File: config.mk
export PLATFORM = sky130hd
export DESIGN_NAME = rx_mem_wr_arbiter
export DESIGN_NICKNAME = d
export VERILOG_FILES = /design/src/rtl/rx_mem_wr_arbiter_pkg.sv /design/src/rtl/rx_mem_wr_arbiter_rr_arbiter.sv /design/src/rtl/rx_mem_wr_arbiter.sv
export SDC_FILE = /design/constraint.sdc
export NUM_CORES = 1
export LEC_CHECK = 0
export ABC_CLOCK_PERIOD_IN_PS = 10500
export BUFFER_PORTS_ARGS = -buffer_cell sky130_fd_sc_hd__buf_2
export CORE_UTILIZATION = 56
export CTS_CLUSTER_DIAMETER = 60
export DETAILED_ROUTE_END_ITERATION = 10
export PLACE_DENSITY = 0.91
export SLEW_MARGIN = 20
export SYNTH_ARGS = -nofsm -noshare
export SYNTH_HDL_FRONTEND = slang
export SYNTH_SLANG_ARGS = --single-unit
File: constraint.sdc
create_clock -name switch_clk -period 10.5 [get_ports switch_clk]
set_clock_uncertainty 0.1 [all_clocks]
set_input_delay 2.1 -clock switch_clk [delete_from_list [all_inputs] [get_ports switch_clk]]
set_output_delay 2.1 -clock switch_clk [all_outputs]
set_load 0.03 [all_outputs]
File: src/rtl/rx_mem_wr_arbiter_pkg.sv
// Shared definitions for the RX packet-memory write arbiter.
//   switch_pkg : port count and port index type.
//   rx_tx_pkg  : beat width, frame limits, length type, arbiter state encoding.
package switch_pkg;
  localparam int NUM_PORTS = 4;
  localparam int PORT_W    = (NUM_PORTS > 1) ? $clog2(NUM_PORTS) : 1;
  typedef logic [PORT_W-1:0] port_t;
endpackage

package rx_tx_pkg;
  localparam int DATA_WIDTH      = 8;
  localparam int MAX_FRAME_BYTES = 1522;
  localparam int TIMEOUT_CYCLES  = 64;
  localparam int LEN_W           = $clog2(MAX_FRAME_BYTES + 1);
  typedef logic [LEN_W-1:0] len_t;
  typedef enum logic [1:0] {IDLE, GRANT, DROP, DONE} arb_state_e;
endpackage

File: src/rtl/rx_mem_wr_arbiter_rr_arbiter.sv
// Combinational rotate-priority arbiter.
//   req : request vector
//   ptr : highest-priority index this cycle
//   gnt : one-hot grant (all zero when no request)
//   idx : index of the granted requester
module rr_arbiter #(
  parameter int N     = 4,
  parameter int IDX_W = 2
) (
  input  logic [N-1:0]     req,
  input  logic [IDX_W-1:0] ptr,
  output logic [N-1:0]     gnt,
  output logic [IDX_W-1:0] idx
);
  // Walk from the lowest priority to the highest so the last hit wins:
  // that is the first requester at or after ptr, wrapping.
  always_comb begin : pick
    logic [IDX_W:0]   s;
    logic [IDX_W-1:0] p;
    gnt = '0;
    idx = '0;
    s   = '0;
    p   = '0;
    for (int k = N - 1; k >= 0; k--) begin
      s = {1'b0, ptr} + (IDX_W + 1)'(k);
      if (s >= (IDX_W + 1)'(N)) s = s - (IDX_W + 1)'(N);
      p = s[IDX_W-1:0];
      if (req[p]) begin
        gnt    = '0;
        gnt[p] = 1'b1;
        idx    = p;
      end
    end
  end
endmodule

File: src/rtl/rx_mem_wr_arbiter.sv
// Frame-granular round-robin scheduler for the single packet-memory write port.
// A granted RX port owns the write port from SOF to EOF; each granted frame ends
// in exactly one commit or drop pulse. Errored, oversize and stalled frames are
// aborted (memory rolls back its write pointer on mem_wr_abort_o).
// Ports:
//   switch_clk / switch_rst_n          clock, async active-low reset
//   rx_valid_i/data/sof/eof/err_i[P]   per-port head beat
//   rx_ready_o[P]                      pop head beat of port P
//   mem_wr_valid/data/sof/eof_o        write beat to memory, mem_wr_ready_i accepts
//   mem_wr_abort_o                     discard the partial frame in memory
//   frame_commit_o / frame_drop_o      per-frame status, with frame_port_o / frame_len_o
//   orphan_cnt_o                       saturating count of flushed non-SOF head beats
module rx_mem_wr_arbiter #(
  parameter int  NUM_PORTS       = switch_pkg::NUM_PORTS,
  parameter int  DATA_WIDTH      = rx_tx_pkg::DATA_WIDTH,
  parameter int  MAX_FRAME_BYTES = rx_tx_pkg::MAX_FRAME_BYTES,
  parameter int  TIMEOUT_CYCLES  = rx_tx_pkg::TIMEOUT_CYCLES,
  localparam int PORT_W          = (NUM_PORTS > 1) ? $clog2(NUM_PORTS) : 1,
  localparam int LEN_W           = $clog2(MAX_FRAME_BYTES + 1)
) (
  input  logic                                 switch_clk,
  input  logic                                 switch_rst_n,
  input  logic [NUM_PORTS-1:0]                 rx_valid_i,
  input  logic [NUM_PORTS-1:0][DATA_WIDTH-1:0] rx_data_i,
  input  logic [NUM_PORTS-1:0]                 rx_sof_i,
  input  logic [NUM_PORTS-1:0]                 rx_eof_i,
  input  logic [NUM_PORTS-1:0]                 rx_err_i,
  output logic [NUM_PORTS-1:0]                 rx_ready_o,
  output logic                                 mem_wr_valid_o,
  output logic [DATA_WIDTH-1:0]                mem_wr_data_o,
  output logic                                 mem_wr_sof_o,
  output logic                                 mem_wr_eof_o,
  input  logic                                 mem_wr_ready_i,
  output logic                                 mem_wr_abort_o,
  output logic                                 frame_commit_o,
  output logic                                 frame_drop_o,
  output logic [PORT_W-1:0]                    frame_port_o,
  output logic [LEN_W-1:0]                     frame_len_o,
  output logic [15:0]                          orphan_cnt_o
);
  import rx_tx_pkg::*;

  localparam int TO_W = $clog2(TIMEOUT_CYCLES + 1);

  arb_state_e        state_q, state_d;
  logic [PORT_W-1:0] gnt_q, gnt_d, rr_q, rr_d;
  logic [LEN_W-1:0]  len_q, len_d;
  logic [TO_W-1:0]   idle_q, idle_d;
  logic              drop_q, drop_d;
  logic [15:0]       orphan_q;

  logic [NUM_PORTS-1:0] arb_gnt, flush;
  logic [PORT_W-1:0]    arb_idx;
  logic                 own, timeout;
  logic                 g_valid, g_sof, g_eof, g_err;
  logic [DATA_WIDTH-1:0] g_data;
  logic [16:0]          orphan_sum;

  rr_arbiter #(.N(NUM_PORTS), .IDX_W(PORT_W)) u_rr (
    .req (rx_valid_i & rx_sof_i),
    .ptr (rr_q),
    .gnt (arb_gnt),
    .idx (arb_idx)
  );

  // Head beat of the granted port.
  assign g_valid = rx_valid_i[gnt_q];
  assign g_data  = rx_data_i[gnt_q];
  assign g_sof   = rx_sof_i[gnt_q];
  assign g_eof   = rx_eof_i[gnt_q];
  assign g_err   = rx_err_i[gnt_q];

  // The granted port is only "owned" while its frame is being written or drained;
  // in DONE its head is already the next frame (or stray bytes to flush).
  assign own     = (state_q == GRANT) || (state_q == DROP);
  assign timeout = !g_valid && (idle_q == TO_W'(TIMEOUT_CYCLES - 1));

  // Non-SOF beats at the head of a port nobody owns can never start a frame:
  // pop them. Gated by reset so every output is low while reset is held.
  for (genvar p = 0; p < NUM_PORTS; p++) begin : g_flush
    assign flush[p] = switch_rst_n & rx_valid_i[p] & ~rx_sof_i[p] &
                      ~(own & (gnt_q == PORT_W'(p)));
  end

  assign orphan_sum   = {1'b0, orphan_q} + 17'($countones(flush));
  assign orphan_cnt_o = orphan_q;

  always_comb begin
    state_d        = state_q;
    gnt_d          = gnt_q;
    rr_d           = rr_q;
    len_d          = len_q;
    drop_d         = drop_q;
    idle_d         = g_valid ? '0 : idle_q + 1'b1;
    rx_ready_o     = flush;
    mem_wr_valid_o = 1'b0;
    mem_wr_data_o  = '0;
    mem_wr_sof_o   = 1'b0;
    mem_wr_eof_o   = 1'b0;
    mem_wr_abort_o = 1'b0;
    frame_commit_o = 1'b0;
    frame_drop_o   = 1'b0;
    frame_port_o   = '0;
    frame_len_o    = '0;
    case (state_q)
      IDLE: begin
        idle_d = '0;
        len_d  = '0;
        drop_d = 1'b0;
        if (|arb_gnt) begin
          gnt_d   = arb_idx;
          state_d = GRANT;
        end
      end
      GRANT: begin
        mem_wr_data_o = g_data;
        mem_wr_sof_o  = g_sof;
        mem_wr_eof_o  = g_eof;
        if (g_valid && g_err) begin
          // Errored beat is swallowed, never written.
          rx_ready_o[gnt_q] = 1'b1;
          mem_wr_abort_o    = 1'b1;
          drop_d            = 1'b1;
          state_d           = g_eof ? DONE : DROP;
        end else begin
          mem_wr_valid_o    = g_valid;
          rx_ready_o[gnt_q] = mem_wr_ready_i;
          if (g_valid && mem_wr_ready_i) begin
            len_d = len_q + 1'b1;
            if (g_eof) begin
              state_d = DONE;
            end else if (len_q == LEN_W'(MAX_FRAME_BYTES - 1)) begin
              // Frame hit the size limit and still has more bytes.
              mem_wr_abort_o = 1'b1;
              drop_d         = 1'b1;
              state_d        = DROP;
            end
          end else if (timeout) begin
            mem_wr_abort_o = 1'b1;
            drop_d         = 1'b1;
            state_d        = DONE;
          end
        end
      end
      DROP: begin
        rx_ready_o[gnt_q] = 1'b1;
        if ((g_valid && g_eof) || timeout) state_d = DONE;
      end
      DONE: begin
        frame_commit_o = ~drop_q;
        frame_drop_o   = drop_q;
        frame_port_o   = gnt_q;
        frame_len_o    = len_q;
        rr_d           = (gnt_q == PORT_W'(NUM_PORTS - 1)) ? '0 : gnt_q + 1'b1;
        state_d        = IDLE;
      end
      default: state_d = IDLE;
    endcase
  end

  always_ff @(posedge switch_clk or negedge switch_rst_n) begin
    if (!switch_rst_n) begin
      state_q  <= IDLE;
      gnt_q    <= '0;
      rr_q     <= '0;
      len_q    <= '0;
      idle_q   <= '0;
      drop_q   <= 1'b0;
      orphan_q <= '0;
    end else begin
      state_q  <= state_d;
      gnt_q    <= gnt_d;
      rr_q     <= rr_d;
      len_q    <= len_d;
      idle_q   <= idle_d;
      drop_q   <= drop_d;
      orphan_q <= orphan_sum[16] ? 16'hFFFF : orphan_sum[15:0];
    end
  end
endmodule

After elaboration in Yosys (flattened, before gate mapping)
Index checks and enable logic that the tools add are counted.
{"block": "totals", "elab_cells": 178, "input_bits": 51, "register_bits": 41, "out_inout_bits": 47}
{"block": "op_classes", "addsub": 14, "n_reduce_logical": 20, "mux": 80, "eq_ne": 16, "order_cmp": 14, "bitwise_logic": 27}
{"op": "2-to-1 mux 2 bit", "count": 17}
{"op": "2-to-1 mux 11 bit", "count": 3}
{"op": "2-to-1 mux 1 bit", "count": 31}
{"op": "one-hot mux 11 bit (2 select lines)", "count": 1}
{"op": "2-to-1 mux 4 bit", "count": 5}
{"op": "adder 16 x 3 -> 17 bit", "count": 1}
{"op": "AND 1 bit", "count": 16}
{"op": "binary-select mux 1 bit (select 2 bit)", "count": 8}
{"op": "binary-select mux 8 bit (select 2 bit)", "count": 1}
{"op": "2-to-1 mux 16 bit", "count": 1}
{"op": "2-to-1 mux 8 bit", "count": 2}
{"op": "less-than comparator 2 x 3 -> 1 bit, second input constant", "count": 5}
{"op": "2-to-1 mux 7 bit", "count": 2}
{"op": "adder 11 x 1 -> 11 bit, second input constant", "count": 1}
{"op": "== test 11 bit, second input constant", "count": 1}
{"op": "demux 1 bit (select 2 bit)", "count": 5}
{"op": "greater-or-equal comparator 2 x 1 -> 1 bit, second input constant", "count": 5}
{"op": "greater-or-equal comparator 3 bit, second input constant", "count": 3}
{"op": "logical AND 1 bit", "count": 9}
{"op": "NOT 1 bit", "count": 9}
{"op": "== test 2 bit, second input constant", "count": 4}
{"op": "one-hot mux 2 bit (4 select lines)", "count": 1}
{"op": "one-hot mux 4 bit (2 select lines)", "count": 1}
{"op": "AND reduction 4 bit", "count": 2}
{"op": "27 further kinds", "count": 37}

Depth between registers and ports, before layout
{"block": "logic_depth", "depth_word": 14, "ltp_mapped": 18}

Cells and area by module
Synthesis repeated with hierarchy kept, for this count alone.
{"block": "hier_totals", "hier_cells": 362, "hier_area_um2": 3392.0}
{"mod": "rx_mem_wr_arbiter", "seq_area_each_um2": 1026.0, "area_each_um2": 2896.5, "cells_per_inst": 302, "n_inst": 1}
{"mod": "rr_arbiter", "seq_area_each_um2": 0.0, "area_each_um2": 495.5, "cells_per_inst": 60, "n_inst": 1}

Least setup slack after synthesis
No wires, ideal clock.
{"block": "synth_timing", "kind": "in2out", "start": "in rx_eof_i[3]", "end": "out mem_wr_abort_o", "arrival_time_ns": 3.522, "slack_ns": 4.778, "required_time_ns": 8.300, "stages": 4, "path_cell_list": "mux4_2 -> inv_1 -> a31oi_1 -> nor3b_1"}
{"block": "synth_between", "elab_chain_cells": 6}
{"element": "from (decl)", "line": "rx_mem_wr_arbiter.sv:26", "text": "input logic [NUM_PORTS-1:0] rx_eof_i,"}
{"element": "binary-select mux 1 bit (select 2 bit)", "line": "rx_mem_wr_arbiter.sv:70", "text": "assign g_eof = rx_eof_i[gnt_q];"}
{"element": "2-to-1 mux 1 bit (not written as such)", "line": "rx_mem_wr_arbiter.sv:70"}
{"element": "2-to-1 mux 1 bit", "line": "rx_mem_wr_arbiter.sv:130", "text": "if (g_eof) begin"}
{"element": "2-to-1 mux 1 bit", "line": "rx_mem_wr_arbiter.sv:128", "text": "if (g_valid && mem_wr_ready_i) begin"}
{"element": "2-to-1 mux 1 bit", "line": "rx_mem_wr_arbiter.sv:119", "text": "if (g_valid && g_err) begin"}
{"element": "2-to-1 mux 1 bit", "line": "rx_mem_wr_arbiter.sv:105", "text": "case (state_q)"}
{"element": "to (decl)", "line": "rx_mem_wr_arbiter.sv:34", "text": "output logic mem_wr_abort_o,"}
Every way passes these cells. The select of a mux whose other input is x is not followed.

Final worst setup path
{"block": "layout_timing", "start": "in rx_valid_i[2]", "end": "out rx_ready_o[2]"}
{"block": "layout_between", "elab_chain_cells": 6, "elab_cells_between_ends": 10}
{"element": "from (decl)", "line": "rx_mem_wr_arbiter.sv:23", "text": "input logic [NUM_PORTS-1:0] rx_valid_i,"}
{"element": "AND 1 bit (3 in series)", "line": "rx_mem_wr_arbiter.sv:81", "text": "assign flush[p] = switch_rst_n & rx_valid_i[p] & ~rx_sof_i[p] &"}
{"element": "bitwise mux 4 bit / OR 4 bit (equally long branches)"}
{"element": "2-to-1 mux 4 bit", "line": "rx_mem_wr_arbiter.sv:119"}
{"element": "one-hot mux 4 bit (2 select lines) (*)", "line": "rx_mem_wr_arbiter.sv:105"}
{"element": "to (decl)", "line": "rx_mem_wr_arbiter.sv:28", "text": "output logic [NUM_PORTS-1:0] rx_ready_o,"}
Every way passes the cells marked *; elsewhere a longest branch is shown, timed or not. The select of a mux whose other input is x is not followed.

==> impl_metrics.tcl <==
set metrics [dict create \
    cts_tree "built" \
    diodes 0 \
    initial_utilization 0.5944 \
    grt_pass1_vias 2808 \
    drtPass1Iterations 5 \
    dp_hpwl_mm 5.571 \
    grt_usage 0.2708 \
    synthAdderAreaFrac 0.09727 \
    first_iter_violations 181 \
    grt-ovfl-total 0 \
    post_synth_num_cell_types 50 \
    cp-startpoint "rx_valid_i[2]" \
    drt-total-wl_mm 7.490 \
    synth_top_family_by_area "simple AND/OR/NAND/NOR gates" \
    h-tree-depth 2 \
    setup_tns_ns 0 \
    relSlewSlack 0.3559 \
    clk_pin_slew_ns 0.08 \
    cp_num_buf_inv 2 \
    utilization 0.7205 \
    ant_nets 0 \
    slew_viol_final 0 \
    rsz0062_at_grt "no" \
    core_area_mm2 0.005238 \
    die_w_um 76.56 \
    area_delta_synth_final_pct 21.22 \
    tightest_slew_ns 0.9661 \
    crit_slowest_cell "mux4_2" \
    synth.net_count 409 \
    cts_sinks 41 \
    r2r.worst_path.cells 15 \
    maxClockFrequency_mhz 169.2 \
    vias 2809 \
    boundaryPins 98 \
    startpoint_type "primary input" \
    grt_max_degree 46 \
    min_path_type "reg2reg" \
    powerDensity_mw_per_mm2 241.9 \
    io_buffer_count 97 \
    clk_latency_ns 0.31 \
    r2r-end "orphan_cnt_o[8]" \
    synth_compound_area_frac 0.1278 \
    rows 26 \
    critPathKind "in2out" \
    dieArea_mm2 0.005861 \
    finalNonFillerCells 499 \
    crit_arrival_ns 3.71 \
    setup_viol 0 \
    gp_congestion 0.8994 \
    cp_cell_sequence "buf_2 -> mux4_2 -> a21oi_1 -> nand2_1 -> a21oi_1 -> a21oi_1 -> buf_2" \
    async_flop_share 1.000 \
    endpoint "rx_ready_o[2]" \
    finalPower_uw 913.0 \
    outcome "finished clean" \
    crit_top_cell "a21oi_1" \
    path_depth 7 \
    crit_path_max_fanout 8 \
    post_drt_wl_per_cell_um 15.01 \
    vias_per_cell 5.629 \
    drive_above_1_share 0.2960 \
    regToRegSetupSlack_ns 6.08 \
    synthSimpleGateAreaFrac 0.2315 \
    die_h_um 76.56 \
    reg2reg_from "gnt_q[0]" \
    synth-edff-count 0 \
    ctsHoldBuffers 0 \
    ys_seq_area_frac 0.3296 \
    grt_pass1_wl_mm 12.83 \
    nNetsFinal 502 \
    dp_cells 491 \
    netlist_area_mm2 0.003113 \
    ir_worst_vdd_uv 202.4 \
    fin_crit_ns 5.911 \
    syn_inst 335 \
    yosysWarnings 0 \
    max_cap_viol_count 0 \
    ctsResizeCount 0 \
    drc_errors 0 \
    end_kind "output port" \
    min_path_cells 1 \
    clk_path_buf_depth 2 \
    cpLargestDelayFamily "compound AO/OA/AOI/OAI gates" \
    synth_seq_cells 41 \
    cts_buffers 5 \
    slowest_delay_ns 0.56 \
    required_ns 8.30 \
    synth_ff_type "dfrtp_1" \
    synthMuxAreaShare 0.1117 \
    cellLeakagePower_uw 0.001932 \
    syn_avg_cell_area_um2 9.292 \
    finalCritPeriodShare 0.5629 \
    synth_xor_area_frac 0.06190 \
    hold_viol 0 \
    cts_setup_buffers 0 \
    cts.root.buffer_cell "clkbuf_8" \
    antenna_found_initial 0 \
]
==> metal layers <==
layer | global-route usage | routed length (µm)
met1 | 0.3430 | 3199
met2 | 0.4595 | 3771
met3 | 0.05629 | 371
met4 | 0.09231 | 149
met5 | 0 | 0
==> metrics by stage <==
step	hold slack, ns	setup slack, ns	area (µm²)
after floorplan	0.3329	4.778	3113
after global placement	0.3465	4.565	3636
after detailed placement	0.3633	4.387	3636
after CTS	0.3740	4.633	3774
after global routing	0.4112	4.162	3774
final	0.3718	4.589	3774
==> worst min path at each step <==
stage | startpoint | to
after floorplan | idle_q[0] | idle_q[0]
after global placement | idle_q[0] | idle_q[0]
after detailed placement | idle_q[0] | idle_q[0]
after CTS | idle_q[0] | idle_q[0]
after global routing | idle_q[0] | idle_q[0]
final | idle_q[0] | idle_q[0]
==> cells in the mapped netlist (3+ instances only) <==
library cell	n	share of area
dfrtp_1	41	0.33
or2_2	3	0.0060
or3_1	3	0.0060
inv_1	20	0.024
clkbuf_1	9	0.011
and2_1	24	0.048
mux4_2	11	0.080
and3_1	4	0.0080
ha_1	21	0.084
nand4_1	3	0.0060
nor2_1	21	0.025
o211ai_1	6	0.014
xnor2_1	10	0.028
nand2b_1	6	0.012
nor3_1	4	0.0064
o2111ai_1	3	0.0084
a21oi_1	21	0.034
xor2_1	12	0.034
nand2_1	36	0.043
a21o_1	3	0.0072
nor2b_1	3	0.0060
o21ai_0	15	0.024
nand3_1	19	0.031
nand3b_1	4	0.0096
==> power by group <==
part | internal, µW | leakage [µW] | switching (µW)
combinational | 203 | 0.00133 | 301
sequential | 189 | 0.000536 | 62.3
clock | 95.8 | 0.0000687 | 61.3
total | 488 | 0.00193 | 425
==> cell type report <==
type                       count  area, µm²
clock buffer                   5      68.82
clock inverter                 3      68.82
fill                         411       1464
inverter                      20      75.07
multi-input combinational    263       1962
sequential                    41       1026
tap                           70      87.58
timing repair buffer          97      485.5
==> logic make-up after synthesis <==
group	count (synthesis)
buffers and inverters	31
AO/OA/AOI/OAI	62
flip-flops	41
adder cells (fa/ha/maj)	23
XOR/XNOR	22
AND/OR/NAND/NOR	139
multiplexers	17
==> cell usage in the layout, fill, tap and decap left out, types with 2 or more instances in the layout <==
cell type,netlist,final
nor3_1,4,4
or3_1,3,3
nor2b_1,3,3
o211ai_1,6,6
inv_1,20,20
buf_2,1,97
xnor2_1,10,10
mux4_1,2,2
bufinv_16,0,2
nand3_1,19,19
clkbuf_8,0,5
dfrtp_1,41,41
a21o_1,3,3
o21ai_1,2,2
a31oi_1,2,2
nand2_1,36,36
ha_1,21,21
nand2b_1,6,6
fa_1,2,2
o2111ai_1,3,3
mux2_2,2,2
or2_2,3,3
nor2_1,21,21
nand3b_1,4,4
mux4_2,11,11
nor4_1,2,2
and2_1,24,24
nand4_1,3,3
xor2_1,12,12
and3_1,4,4
a21oi_1,21,21
o21ai_0,15,15
nor3b_1,2,2
==> registers in the layout, summed over array words and instances, names as in the netlist <==
register and flops:
len_q 11, idle_q 7, gnt_q 2, rr_q 2
state_q 2, orphan_cnt_o 16, drop_q 1
==> worst register-to-register path, stage by stage (launching register included) <==
cell     delay, ns
dfrtp_1       0.90
inv_1         0.20
ha_1          0.29
a21oi_1       0.23
xor2_1        0.10
ha_1          0.28
inv_1         0.05
fa_1          0.42
inv_1         0.11
fa_1          0.20
and3_1        0.19
nand3_1       0.16
nor3_1        0.37
nand3_1       0.18
or2_2         0.44
o21ai_0       0.11
Power figures use the tool's default switching activity.
